<file path="config.mk">
export PLATFORM = sky130hd
export DESIGN_NAME = serial_bit_feeder
export DESIGN_NICKNAME = d
export VERILOG_FILES = /design/src/rtl/serial_bit_feeder.sv
export SDC_FILE = /design/constraint.sdc
export NUM_CORES = 1
export LEC_CHECK = 0
export CAP_MARGIN = 40
export CELL_PAD_IN_SITES_DETAIL_PLACEMENT = 0
export CELL_PAD_IN_SITES_GLOBAL_PLACEMENT = 1
export CORE_MARGIN = 5
export CORE_UTILIZATION = 41
export CTS_CLUSTER_DIAMETER = 80
export DETAILED_ROUTE_END_ITERATION = 8
export GPL_TIMING_DRIVEN = 1
export PLACE_DENSITY = 0.86
export REMOVE_ABC_BUFFERS = 1
export SETUP_SLACK_MARGIN = 0.4
export SYNTH_ARGS = -nofsm -noshare
export SYNTH_HDL_FRONTEND = slang
export SYNTH_SLANG_ARGS = --single-unit
</file>
<file path="constraint.sdc">
create_clock -name clk -period 2.05 [get_ports clk]
set_input_delay 0.3075 -clock clk [delete_from_list [all_inputs] [get_ports clk]]
set_output_delay 0.3075 -clock clk [all_outputs]
set_load 0.01 [all_outputs]
</file>
<file path="src/rtl/serial_bit_feeder.sv">
// Parallel-to-serial front end for the sequence detector: words arrive over valid/ready
// and leave one bit per clock on x, with a one-word pending slot so words stream gaplessly.
module serial_bit_feeder #(
    parameter int WIDTH     = 8,
    parameter bit MSB_FIRST = 1'b1,
    parameter bit IDLE_BIT  = 1'b0
) (
    input  logic             clk,
    input  logic             rst,
    input  logic [WIDTH-1:0] din,
    input  logic             din_valid,
    output logic             din_ready,
    output logic             x,
    output logic             x_valid,
    output logic             frame_start,
    output logic             busy
);
    localparam int CNT_W = (WIDTH > 2) ? $clog2(WIDTH) : 1;
    localparam logic [CNT_W-1:0] LAST = CNT_W'(WIDTH - 1);

    typedef enum logic {IDLE, SHIFT} state_t;

    state_t           state;
    logic [CNT_W-1:0] cnt;
    logic             pend_full;
    logic [WIDTH-1:0] sreg;
    logic [WIDTH-1:0] pend;

    logic             accept;
    logic             last_bit;
    logic             load_pend;
    logic             load_din;
    logic             load_any;
    logic             fill_pend;
    logic [WIDTH-1:0] load_word;

    function automatic logic first_bit(input logic [WIDTH-1:0] w);
        return MSB_FIRST ? w[WIDTH-1] : w[0];
    endfunction

    // The shift register always holds the bits not yet driven, aligned so first_bit() picks the next one.
    function automatic logic [WIDTH-1:0] advance(input logic [WIDTH-1:0] w);
        return MSB_FIRST ? (w << 1) : (w >> 1);
    endfunction

    assign din_ready = !pend_full;
    assign accept    = din_valid & din_ready;
    assign last_bit  = (state == SHIFT) && (cnt == LAST);
    assign load_pend = last_bit && pend_full;
    assign load_din  = accept && ((state == IDLE) || (last_bit && !pend_full));
    assign load_any  = load_pend || load_din;
    assign fill_pend = accept && (state == SHIFT) && !last_bit;
    assign load_word = load_pend ? pend : din;
    assign busy      = (state == SHIFT) | pend_full;

    always_ff @(posedge clk or posedge rst) begin
        if (rst) begin
            state       <= IDLE;
            cnt         <= '0;
            pend_full   <= 1'b0;
            x           <= IDLE_BIT;
            x_valid     <= 1'b0;
            frame_start <= 1'b0;
        end else begin
            if (load_any) begin
                state       <= SHIFT;
                cnt         <= '0;
                x           <= first_bit(load_word);
                x_valid     <= 1'b1;
                frame_start <= 1'b1;
            end else if (state == SHIFT && !last_bit) begin
                cnt         <= cnt + CNT_W'(1);
                x           <= first_bit(sreg);
                frame_start <= 1'b0;
            end else if (last_bit) begin
                state       <= IDLE;
                cnt         <= '0;
                x           <= IDLE_BIT;
                x_valid     <= 1'b0;
                frame_start <= 1'b0;
            end
            // Unload and fill never coincide: din_ready is low whenever the slot is full.
            if (load_pend)
                pend_full <= 1'b0;
            else if (fill_pend)
                pend_full <= 1'b1;
        end
    end

    always_ff @(posedge clk) begin
        if (load_any)
            sreg <= advance(load_word);
        else if (state == SHIFT)
            sreg <= advance(sreg);
        if (fill_pend)
            pend <= din;
    end

endmodule

</file>
* Yosys cells after proc, flatten, opt, wreduce, memory -nomap -nowiden
Index checks and enable logic that the tools add are counted.
** Storage, ports and cells
- Output and inout bits :: 5
- Register bits after elaboration :: 22
- Input port bits :: 11
- Logic and storage cells :: 44
** Cells by class
- Equality and inequality tests :: 2
- Mux-type cells :: 15
- $add $sub $neg :: 1
- Reductions and logical operators :: 16
- Bitwise operators :: 3
** Operators with widths (number)
- 2-to-1 mux 8 bit :: 3
- 2-to-1 mux 1 bit :: 9
- 2-to-1 mux 3 bit :: 3
- logical AND 1 bit :: 7
- nonzero test 2 bit :: 3
- adder 3 x 1 -> 3 bit (second input constant) :: 1
- equality test 3 bit (second input constant) :: 1
- nonzero test 3 bit :: 1
- zero test 1 bit :: 2
- logical OR 1 bit :: 2
- inequality test 2 bit (second input constant) :: 1
- AND reduction 2 bit :: 1
- AND 1 bit :: 1
- inverter 1 bit :: 1
- OR 1 bit :: 1

* Logic depth before layout (Yosys ltp)
- Depth after elaboration :: 8
- Mapped depth :: 7
- Depth with buffers taken out :: 5

* Least setup slack after synthesis
OpenSTA, ideal clock, no wires.
- Path type :: register -> register
- Start point :: register cnt[0]
- End point :: register sreg[2] (data pin)
- Buffers on the path :: 2
- Arrival time :: 1.451 ns
- Library setup time :: 0.261 ns
- Period minus slack after synthesis :: 1.712 ns
- Required time :: 1.789 ns
- Stages on the path, launching flop included :: 8
- Setup slack :: 0.338 ns
- Cell sequence :: dfrtp_1 -> ha_1 -> ha_1 -> nor2b_1 -> buf_6 -> a21o_1 -> buf_6 -> a221o_1
** Between the ends
- Word-level cells in the longest chain between the ends :: 7
- Elaborated cells on any way between the ends :: 9
- Classes of those cells :: eq/ne: 1; mux: 2; reduce/logical: 6
** RTL lines
- start: declaration :: line 24 : logic [CNT_W-1:0] cnt;
- start signal: assignment :: line 72 : cnt <= cnt + CNT_W'(1);
- equality test 3 bit (*) :: line 48 : assign last_bit = (state == SHIFT) && (cnt == LAST);
- logical AND 1 bit (*) :: line 48
- logical AND 1 bit :: line 50 : assign load_din = accept && ((state == IDLE) || (last_bit && !pend_full));
- logical OR 1 bit :: line 50
- logical AND 1 bit :: line 50
- logical OR 1 bit :: line 51 : assign load_any = load_pend || load_din;
- 2-to-1 mux 8 bit (*) :: line 91 : if (load_any)
- end signal: assignment :: line 92 : sreg <= advance(load_word);
- end signal: assignment :: line 94 : sreg <= advance(sreg);
- end: declaration :: line 26 : logic [WIDTH-1:0] sreg;
Mark *: on every way between the ends. The rest lies on a longest branch, timed or not.
A chain may end at the register's enable or synchronous reset.

* Worst setup path in the final report
- Start point :: register cnt[0]
- End point :: register sreg[4] (data pin)
The elaborated chain is that of the path after synthesis.

==> flow_summary.ini <==
[outcome]
outcome = finished clean

[cells_and_area]
final_nets = 111
syn2layout_area_growth_pct = 31.0
final_layout_size_suffix_gt1_share_pct = 23.7
antennaDiodeCount = 0
fin_cells = 125

[power_and_ir_drop]
power.leakage_uw = 0.000539
p_per_area_mw_per_mm2 = 1380
ir_worst_vdd_mv = 0.656

[setup_path]
crit_path_start = cnt[0]$_DFFE_PP0P_
crit_path_end_kind = flip-flop
cp-endpoint = sreg[4]$_DFFE_PP_
cp_slowest_cell = dfrtp_1
critPathKind = reg2reg
critPathLaunchType = flip-flop
reg2reg_to = sreg[4]$_DFFE_PP_
reg2reg_slack_ps = 450
crit_path_max_fanout = 9
reg2reg_depth = 5
required_ps = 2130
reg2reg_from = cnt[0]$_DFFE_PP0P_
crit_path_cell_trace = ha_1, ha_4, nor2b_4, a21o_4, a221o_1
arrival_ps = 1690
slowest_delay_ps = 370

[floorplan]
core_sq_mm = 0.00223
fp.dieH_um = 58.4
dieArea_sq_mm = 0.00341
std_cell_rows = 17
start_util_pct = 43.0
io_pins = 16
die_x_um = 58.4

[placement]
dpl.cell_count = 116
dp_hpwl_um = 1180
globalplace.congestion = 0.730
dp_worst_setup_slack_ps = 133
port_buffers = 15

[detailed_routing]
routedWlPerCell_um = 14.5
via_per_inst = 5.10
vias = 637
dr.pass1.iters = 4
ant_nets = 0
wirelength_um = 1810
route.detailed.drc = 0
first_iter_violations = 19

[sta]
fin_crit_ps = 1600
worst_pin_slew_ps = 301
rsz0062_at_grt = false
relSlewSlack_pct = 79.9
setup_slack_ps = 447
report.final.slew_viol_count = 0
fmax_mhz = 624
setup-tns-final_ps = 0
skew_ps = 12.3
min_period_over_period_pct = 78.2
setup_viol = 0
hold_viol_final = 0

[global_route]
grt_overflow_total = 0
track_usage_pct = 11.5
antenna_found_initial = 0
grt_pass1_wl_um = 2900
grt_max_degree = 14
grt_pass1_vias = 639

[synth]
syn_avg_cell_area_sq_um = 13.2
seq_area_frac_synth_pct = 65.1
synth_edf_count = 15
yosysWarnings = 0
synth_ff_type = edfxtp_1
synth_xor_area_share_pct = 0
synth_compound_area_share_pct = 15.8
synth_top_family_by_area = compound AO/OA/AOI/OAI gates
synth_fa_ha_area_share_pct = 2.60
yosysMostFrequentCell = edfxtp_1
synth_simple_gate_area_share_pct = 7.16
synthCells = 73
yosys.area.top_type = edfxtp_1
synthTopCellsByArea = edfxtp_1 47%, dfrtp_1 18%, o32ai_1 4.6%, inv_1 4.3%, a21oi_1 3.6%
syn_area_sq_um = 961
synthMuxAreaShare_pct = 2.21
yosysTopAreaCellShare_pct = 46.9
ys_ff_latch = 22
ys_types = 22
synth_common_cells = 15 x edfxtp_1, 11 x inv_1, 7 x a21oi_1, 7 x dfrtp_1
async_reset_ff_share_pct = 31.8

[clocking]
cts-htree-levels = 1
worstSkewPairLatency_ps = 330
cts_hold_buffers = 0
numCtsBuffers = 3
cts_tree = built
clk_transition_reported_paths_ps = 130
clock-sinks = 22
cts-root-buf = clkbuf_4
clk_path_buf_depth = 2

[run]
cap_violations = 0

[worst_hold_path]
min_path_type = in2async
through the flow:
stage	instance area [sq um]	util (%)	total power (uW)	hold slack [ps]
4_1_cts	1240	55.5	1690	202
2_1_floorplan	933	-	1120	111
3_5_place_dp	1140	51.1	1340	479
5_1_grt	1260	56.4	1860	221
3_3_place_gp	1140	51.1	1320	482
6_report	1260	56.4	1740	187
repair_timing:
| item | 4_1_cts | 5_1_grt |
|---|---|---|
| endpoints found under the setup margin | 11 | 5 |
| buffers inserted | 4 | 1 |
| resized for setup | 10 | 3 |
cell type report:
cell class                      instances  area (sq um)
Fill cell                             187           975
Sequential cell                        22           628
Clock buffer                            4          47.5
Inverter                               11          41.3
Tap cell                               28          35.0
Multi-Input combinational cell         37           299
Timing Repair Buffer                   23           208
cell usage in the layout (no fill, tap or decap), drive strengths merged:
cell type	instances
a21bo	1
a21o	1
a21oi	7
a221o	3
a22o	2
buf	8
clkbuf	4
clkdlybuf4s15	1
clkdlybuf4s50	12
dfrtp	7
dlygate4sd2	2
edfxtp	15
ha	2
inv	11
mux2	1
mux2i	1
nand2	2
nand2b	2
nand3	2
nor2	5
nor2b	1
o21ai	1
o32ai	5
or2	1
state kept, by name, indices dropped and copies added, names as in the netlist:
signal,flops
pend_full,1
pend,8
x,1
sreg,7
frame_start,1
state,1
cnt,3
worst min-delay path by stage:
stage / startpoint / cells after the start / slack [ps] / end
floorplan: rst / 1 / 110 / cnt[0]$_DFFE_PP0P_
global placement: frame_start$_DFFE_PP0P_ / 1 / 480 / frame_start$_DFFE_PP0P_
detailed placement: frame_start$_DFFE_PP0P_ / 1 / 480 / frame_start$_DFFE_PP0P_
CTS: rst / 2 / 200 / x$_DFFE_PP0P_
global route: rst / 2 / 220 / frame_start$_DFFE_PP0P_
finish: rst / 2 / 190 / cnt[0]$_DFFE_PP0P_
report_power, final:
part / internal, uW / switching [uW]
Sequential: 673 / 59.0
Clock: 149 / 143
Combinational: 376 / 338
Total: 1200 / 540
metal layers:
metal / share of wire (%) / wire, um / global-route usage (%)
met2: 44 / 801 / 17.5
met4: 2.5 / 46 / 5.96
met5: 0 / 0 / 0
met1: 47 / 852 / 15.7
met3: 6.0 / 108 / 1.97
cells by family (layout without fill, tap and decap cells):
logic type               Yosys count  after routing
AND/OR/NAND/NOR                   13             13
buffers and inverters             14             38
flip-flops                        22             22
multiplexers                       2              2
AO/OA/AOI/OAI                     20             20
adder cells (fa/ha/maj)            2              2
worst max-delay path, delay by kind of cell, from the launching register on:
family / cells / cell delay (ps)
simple gates: 1 / 50
compound gates: 2 / 560
flops: 1 / 370
fa+ha+maj: 2 / 370
Note: power is estimated with default switching activity, not from simulation.
